### config.mk
export PLATFORM = sky130hd
export DESIGN_NAME = gate_unit_pipe_flat
export DESIGN_NICKNAME = d
export VERILOG_FILES = /design/src/rtl/gate_unit_pipe_pkg.sv /design/src/rtl/gate_unit_pipe_if.sv /design/src/rtl/gate_unit_pipe_alu.sv /design/src/rtl/gate_unit_pipe.sv /design/src/flat_wrapper.sv
export SDC_FILE = /design/constraint.sdc
export NUM_CORES = 1
export LEC_CHECK = 0
export ABC_AREA = 1
export CAP_MARGIN = 25
export CORE_ASPECT_RATIO = 0.7
export CORE_UTILIZATION = 28
export DETAILED_ROUTE_END_ITERATION = 6
export MAX_ROUTING_LAYER = met4
export SLEW_MARGIN = 20
export SYNTH_ARGS = -nofsm -noshare
export SYNTH_HDL_FRONTEND = slang
export SYNTH_HIERARCHICAL = 1
export SYNTH_SLANG_ARGS = --single-unit
export TNS_END_PERCENT = 10
### constraint.sdc
create_clock -name clk -period 4.45 [get_ports clk]
set_input_delay 0.89 -clock clk [delete_from_list [all_inputs] [get_ports clk]]
set_output_delay 0.89 -clock clk [all_outputs]
set_load 0.01 [all_outputs]
### src/rtl/gate_unit_pipe_pkg.sv
// Package gate_pkg: shared types for the gate_unit_pipe slice.
//   op_t    : 3-bit op code (OR, AND, XOR, NOR, NAND, XNOR, PASS_A, NOT_A)
//   state_t : reduce FSM states (IDLE, ACCUM)
//   is_binary(): true for ops that fold across beats in reduce mode (0-5)
package gate_pkg;

   typedef enum logic [2:0] {
      OP_OR     = 3'd0,
      OP_AND    = 3'd1,
      OP_XOR    = 3'd2,
      OP_NOR    = 3'd3,
      OP_NAND   = 3'd4,
      OP_XNOR   = 3'd5,
      OP_PASS_A = 3'd6,
      OP_NOT_A  = 3'd7
   } op_t;

   typedef enum logic {
      IDLE  = 1'b0,
      ACCUM = 1'b1
   } state_t;

   function automatic logic is_binary(op_t op);
      return (op <= OP_XNOR);
   endfunction

endpackage

### src/rtl/gate_unit_pipe_if.sv
// Interface gate_unit_pipe_if: input beat and output result channels.
// Handshake: a transfer happens on a rising clk edge where valid && ready
// are both high; the sender holds valid and payload stable until then,
// and ready may depend combinationally on the receiver's state.
//   in_*  : beat channel (in_valid/in_ready, in_a, in_b, in_op, in_mode, in_last)
//   out_* : result channel (out_valid/out_ready, out_c) plus out_err pulse
// modport master: stimulus side; modport slave: the unit.
interface gate_unit_pipe_if #(
   parameter int W = 4
);
   logic         in_valid;
   logic         in_ready;
   logic [W-1:0] in_a;
   logic [W-1:0] in_b;
   logic [2:0]   in_op;
   logic         in_mode;
   logic         in_last;
   logic         out_valid;
   logic         out_ready;
   logic [W-1:0] out_c;
   logic         out_err;

   modport master (
      output in_valid, in_a, in_b, in_op, in_mode, in_last, out_ready,
      input  in_ready, out_valid, out_c, out_err
   );

   modport slave (
      input  in_valid, in_a, in_b, in_op, in_mode, in_last, out_ready,
      output in_ready, out_valid, out_c, out_err
   );
endinterface

### src/rtl/gate_unit_pipe_alu.sv
// Module gate_alu: combinational W-bit bitwise logic unit.
//   x, y : operands (y unused by PASS_A / NOT_A)
//   op   : op code
//   z    : result
module gate_alu
   import gate_pkg::*;
#(
   parameter int W = 4
) (
   input  logic [W-1:0] x,
   input  logic [W-1:0] y,
   input  op_t          op,
   output logic [W-1:0] z
);
   always_comb begin
      z = '0;
      case (op)
         OP_OR:     z = x | y;
         OP_AND:    z = x & y;
         OP_XOR:    z = x ^ y;
         OP_NOR:    z = ~(x | y);
         OP_NAND:   z = ~(x & y);
         OP_XNOR:   z = ~(x ^ y);
         OP_PASS_A: z = x;
         OP_NOT_A:  z = ~x;
      endcase
   end
endmodule

### src/rtl/gate_unit_pipe.sv
// Module gate_unit_pipe: registered W-bit logic unit with pairwise and
// packet-reduce modes behind valid/ready handshakes.
//   clk, rst_n : clock, asynchronous active-low reset
//   bus        : gate_unit_pipe_if.slave (beat in, result out, out_err)
//   fsm_state  : current reduce FSM state (debug visibility)
//   stat_pkts  : delivered-result counter, saturating; present only when
//                the macro GATE_STATS_EN is defined
module gate_unit_pipe
   import gate_pkg::*;
#(
   parameter int W     = 4,
   parameter int CNT_W = 16
) (
   input  logic                clk,
   input  logic                rst_n,
   gate_unit_pipe_if.slave     bus,
   output state_t              fsm_state
`ifdef GATE_STATS_EN
   ,
   output logic [CNT_W-1:0]    stat_pkts
`endif
);
   state_t       state_q, state_d;
   op_t          op_q;
   op_t          op_in;
   logic [W-1:0] acc_q, acc_d;
   logic         out_valid_q;
   logic [W-1:0] out_c_q;
   logic         out_err_q;

   logic         accept;
   logic         reduce_beat;
   logic         mismatch;
   logic         fold;
   logic         emit;
   logic         err_d;
   logic         load_op;
   logic [W-1:0] res;
   logic [W-1:0] alu_x, alu_y, alu_z;
   op_t          alu_op;

   assign op_in       = op_t'(bus.in_op);
   // Single output register: free to accept whenever it is empty or draining.
   assign bus.in_ready = !out_valid_q || bus.out_ready;
   assign accept      = bus.in_valid && bus.in_ready;
   // PASS_A / NOT_A have no fold meaning, so they run pairwise even in reduce mode.
   assign reduce_beat = bus.in_mode && is_binary(op_in);
   // Only reduce packets enter ACCUM, so a latched mode is always 1.
   assign mismatch    = !bus.in_mode || (op_in != op_q);
   assign fold        = (state_q == ACCUM) && !mismatch;

   // One ALU shared by both paths: fold uses (acc, in_a, latched op).
   always_comb begin
      alu_x  = bus.in_a;
      alu_y  = bus.in_b;
      alu_op = op_in;
      if (fold) begin
         alu_x  = acc_q;
         alu_y  = bus.in_a;
         alu_op = op_q;
      end
   end

   gate_alu #(.W(W)) u_alu (
      .x  (alu_x),
      .y  (alu_y),
      .op (alu_op),
      .z  (alu_z)
   );

   always_comb begin
      state_d = state_q;
      acc_d   = acc_q;
      emit    = 1'b0;
      res     = alu_z;
      err_d   = 1'b0;
      load_op = 1'b0;
      if (accept) begin
         if (fold) begin
            if (bus.in_last) begin
               emit    = 1'b1;
               state_d = IDLE;
            end else begin
               acc_d = alu_z;
            end
         end else begin
            // A foreign beat in ACCUM aborts the packet and restarts from it.
            err_d   = (state_q == ACCUM);
            state_d = IDLE;
            if (reduce_beat) begin
               acc_d   = bus.in_a;
               load_op = 1'b1;
               if (bus.in_last) begin
                  emit = 1'b1;
                  res  = bus.in_a;
               end else begin
                  state_d = ACCUM;
               end
            end else begin
               emit = 1'b1;
            end
         end
      end
   end

   always_ff @(posedge clk or negedge rst_n) begin
      if (!rst_n) begin
         state_q     <= IDLE;
         op_q        <= OP_OR;
         acc_q       <= '0;
         out_valid_q <= 1'b0;
         out_c_q     <= '0;
         out_err_q   <= 1'b0;
      end else begin
         state_q   <= state_d;
         acc_q     <= acc_d;
         out_err_q <= err_d;
         if (load_op) op_q <= op_in;
         if (emit) begin
            out_valid_q <= 1'b1;
            out_c_q     <= res;
         end else if (bus.out_ready) begin
            out_valid_q <= 1'b0;
         end
      end
   end

   assign bus.out_valid = out_valid_q;
   assign bus.out_c     = out_c_q;
   assign bus.out_err   = out_err_q;
   assign fsm_state     = state_q;

`ifdef GATE_STATS_EN
   logic [CNT_W-1:0] pkts_q;

   always_ff @(posedge clk or negedge rst_n) begin
      if (!rst_n) begin
         pkts_q <= '0;
      end else if (out_valid_q && bus.out_ready && (pkts_q != {CNT_W{1'b1}})) begin
         pkts_q <= pkts_q + 1'b1;
      end
   end

   assign stat_pkts = pkts_q;
`endif
endmodule
### src/flat_wrapper.sv
// flat-port wrapper written by rule: the top's interface ports become plain ports
module gate_unit_pipe_flat import gate_pkg::*;
#(
   parameter int W     = 4,
   parameter int CNT_W = 16
)
  (clk, rst_n, fsm_state, bus_in_valid, bus_in_a, bus_in_b, bus_in_op, bus_in_mode, bus_in_last, bus_out_ready, bus_in_ready, bus_out_valid, bus_out_c, bus_out_err);
  gate_unit_pipe_if #(.W(W)) bus_i ();
  input  logic clk;
  input  logic rst_n;
  output state_t fsm_state;
  input wire logic [$bits(bus_i.in_valid)-1:0] bus_in_valid;
  input wire logic [$bits(bus_i.in_a)-1:0] bus_in_a;
  input wire logic [$bits(bus_i.in_b)-1:0] bus_in_b;
  input wire logic [$bits(bus_i.in_op)-1:0] bus_in_op;
  input wire logic [$bits(bus_i.in_mode)-1:0] bus_in_mode;
  input wire logic [$bits(bus_i.in_last)-1:0] bus_in_last;
  input wire logic [$bits(bus_i.out_ready)-1:0] bus_out_ready;
  output wire logic [$bits(bus_i.in_ready)-1:0] bus_in_ready;
  output wire logic [$bits(bus_i.out_valid)-1:0] bus_out_valid;
  output wire logic [$bits(bus_i.out_c)-1:0] bus_out_c;
  output wire logic [$bits(bus_i.out_err)-1:0] bus_out_err;
  assign bus_i.in_valid = bus_in_valid;
  assign bus_i.in_a = bus_in_a;
  assign bus_i.in_b = bus_in_b;
  assign bus_i.in_op = bus_in_op;
  assign bus_i.in_mode = bus_in_mode;
  assign bus_i.in_last = bus_in_last;
  assign bus_i.out_ready = bus_out_ready;
  assign bus_in_ready = bus_i.in_ready;
  assign bus_out_valid = bus_i.out_valid;
  assign bus_out_c = bus_i.out_c;
  assign bus_out_err = bus_i.out_err;
  gate_unit_pipe #(.W(W), .CNT_W(CNT_W)) u_core (.clk(clk), .rst_n(rst_n), .bus(bus_i), .fsm_state(fsm_state));
endmodule
==> summary.txt <==
STA
  – Relative slew slack: about 56%
  – RSZ-0062 raised after global routing: no
  – Final setup fails: 0
  – Slew Limit Fails: 0
  – Minimum clock period: around 3.6 ns
  – Worst Skew: 0.000880 ns
  – Slew of the pin with the lowest slew margin: ~0.65 ns
  – Max Freq: 0.280 GHz
  – Fin Setup TNS: 0 ns
  – Final WS setup: approximately 0.88 ns
  – Crit share post-route: 80.3%
  – Final Hold Violating Endpoints: 0

Die
  – Core area: about 0.0049 sq mm
  – Die W: around 90 microns
  – Number of core rows: 21
  – Die ar.: about 0.0056 sq mm
  – Die height: about 63 microns
  – Initial Util: a little under a third
  – I/O Pins: 25

Critical path
  – R2r setup slk: between 1.5 and 2 ns
  – Crit path DAT: approximately 3.7 ns
  – Critical path required time: approximately 4.6 ns
  – Register-to-Register Path Depth: 18
  – CP endpoint kind: flip-flop
  – CP max FO: 26
  – Setup crit start kind: primary input
  – Crit Path Class: primary input to flip-flop

Global route
  – First-pass GRT wire length: 6.01 mm
  – Largest net degree at the start of global routing: 27
  – Initial antenna violation count: 0
  – Grt ovf: 0
  – Vias in the first global route: approximately 1200
  – GRT Overall Usage: 14.5%

Yosys
  – Post-synthesis sequential area ratio: a little under a quarter
  – Async SR Flop Fraction: between 90% and 100%
  – Yosys reg bits: 14
  – Prevailing post-synth register cell: dfrtp_1
  – Cell variety after synth: 26
  – Syn_area_per_cell: roughly 6.7 sq um
  – Mapped Area: about 0.0015 sq mm
  – Synthesis Warnings: 6
  – Cells after synthesis: between 200 and 250
  – Post-synth EDFFs: 0
  – Syn_nets: 248

Clocking
  – Setup bufs post-CTS: 0
  – Clock Path Buffers: 2
  – CTS clock-pin slew for the worst setup and hold paths: ~0.06 ns
  – Num CTS Buffers: 3
  – Resize count post-CTS: 0
  – CTS H-tree lvls: 1
  – CTS tree: built
  – Cts hold-fix bufs: 0
  – CTS Sinks: 14
  – Worst skew pair latency: around 0.25 ns
  – CTS Root Cell: clkbuf_8

Run
  – Max_cap viols: 0

Place
  – I/O Buffers: 24
  – Placer Congestion: 0.855
  – Post-place setup slack: approximately 0.64 ns
  – DP HPWL: approximately 3.0 mm

Route
  – Routed Antenna Nets: 0
  – # DRC: 0
  – Via count: approximately 1400
  – Drt pass-1 iters: 4
  – Via density: around 4.6
  – 1st-iter DRT viols: ~130
  – Drt total wl: between 3 and 4 mm
  – Wire per inst: ~12 microns

Worst hold path
  – Worst hold path class: flip-flop to flip-flop
  – Worst Hold Depth: 2

Cells and area
  – Most common cell after layout, fill and taps aside: nand2_1
  – Nets: 270
  – Share of cells above drive strength 1: between 15 and 20%
  – Area Growth Syn to Fin: 21.1%
  – N_diodes: 0
  – Commonest non-fill, non-tap cells in the layout: nand2_1 (61), inv_1 (31), clkdlybuf4s50_1 (24)

Pwr
  – Power Dens Cells: about 280 mW/mm^2
  – Overall Power: roughly 0.50 mW
  – Leak: just over 0.9 nW
  – Worst IR Drop VDD: 0.147 mV

Run status
  – Status: finished, final reports clean
-- synth_stat cells (5+ instances only) --
cell type / number / area, sq um
buf_6: 7 / 78.8
dfrtp_1: 14 / 350
nand4_1: 12 / 75.1
ha_1: 8 / 100
inv_1: 31 / 116
nor2_1: 16 / 60.1
o21ai_2: 5 / 43.8
o21ai_0: 10 / 50.1
nand2_2: 6 / 37.5
nand3_1: 22 / 110
nand2_1: 61 / 229
inv_2: 6 / 22.5
-- through the flow --
stage	util [%]	std cells	hold slack [ns]	cell area, sq um
after CTS	36.4	313	0.494	1800
after global placement	35.3	309	0.474	1740
after global routing	36.4	313	0.510	1800
final	36.4	313	0.485	1800
after floorplan	-	223	0.476	1480
after detailed placement	35.3	309	0.466	1740
-- area by class of cell --
| class | count | area (sq um) |
|---|---|---|
| Clock buffer | 4 | 55.1 |
| Fill cell | 537 | 3140 |
| Inverter | 37 | 139 |
| Multi-Input combinational cell | 162 | 903 |
| Sequential cell | 14 | 350 |
| Tap cell | 69 | 86.3 |
| Timing Repair Buffer | 27 | 263 |
-- layer usage --
layer	track usage [%]	share of wire, %
met3	3.30	6.6
met5	-	0
met4	2.98	0.43
met1	22.4	53
met2	18.7	40
-- kinds of logic (layout without fill, tap and decap cells) --
| kind of cell | Yosys count | in the layout | synth area share (%) |
|---|---|---|---|
| AOI/OAI and AO/OA | 21 | 21 | 9.53 |
| DFF | 14 | 14 | 23.6 |
| adders and majority gates | 8 | 8 | 6.75 |
| and+or+nand+nor | 133 | 133 | 44.6 |
| buffers and inverters | 47 | 68 | 15.5 |
-- sequential cells by signal (all words and copies together), names as in the netlist --
register	count
u_core/acc_q	4
u_core/bus.out_c	4
u_core/bus.out_err	1
u_core/bus.out_valid	1
u_core/fsm_state	1
u_core/op_q	3
-- final timing paths --
path,start,end
max reg2reg,u_core/op_q[0],u_core/bus.out_c[2]
max,bus_in_op[1],u_core/bus.out_c[2]
min in group asynchronous,rst_n,u_core/bus.out_c[2]
min reg2reg,u_core/bus.out_c[3],u_core/bus.out_c[3]
min,u_core/bus.out_c[3],u_core/bus.out_c[3]
max in group asynchronous,rst_n,u_core/op_q[1]
-- where the power goes --
| part | internal [mW] | switching [mW] | leakage (nW) |
|---|---|---|---|
| Clock | 0.0784 | 0.0460 | 0.0288 |
| Combinational | 0.0881 | 0.116 | 0.721 |
| Sequential | 0.156 | 0.0207 | 0.174 |
-- worst max-delay path: stages --
cell,delay (ns)
clkdlybuf4s50_1,0.73
inv_2,0.08
nand2_2,0.08
nand2_2,0.06
nor2_4,0.10
nand3_4,0.27
inv_2,0.19
nand2_1,0.08
nand2_1,0.15
inv_1,0.06
ha_1,0.30
nand4_1,0.11
nand2_1,0.06
nor2_1,0.12
nand3_1,0.10
inv_1,0.11
nand2_1,0.06
nand3_1,0.10
nand2_1,0.06
(Power assumes the default switching activity.)
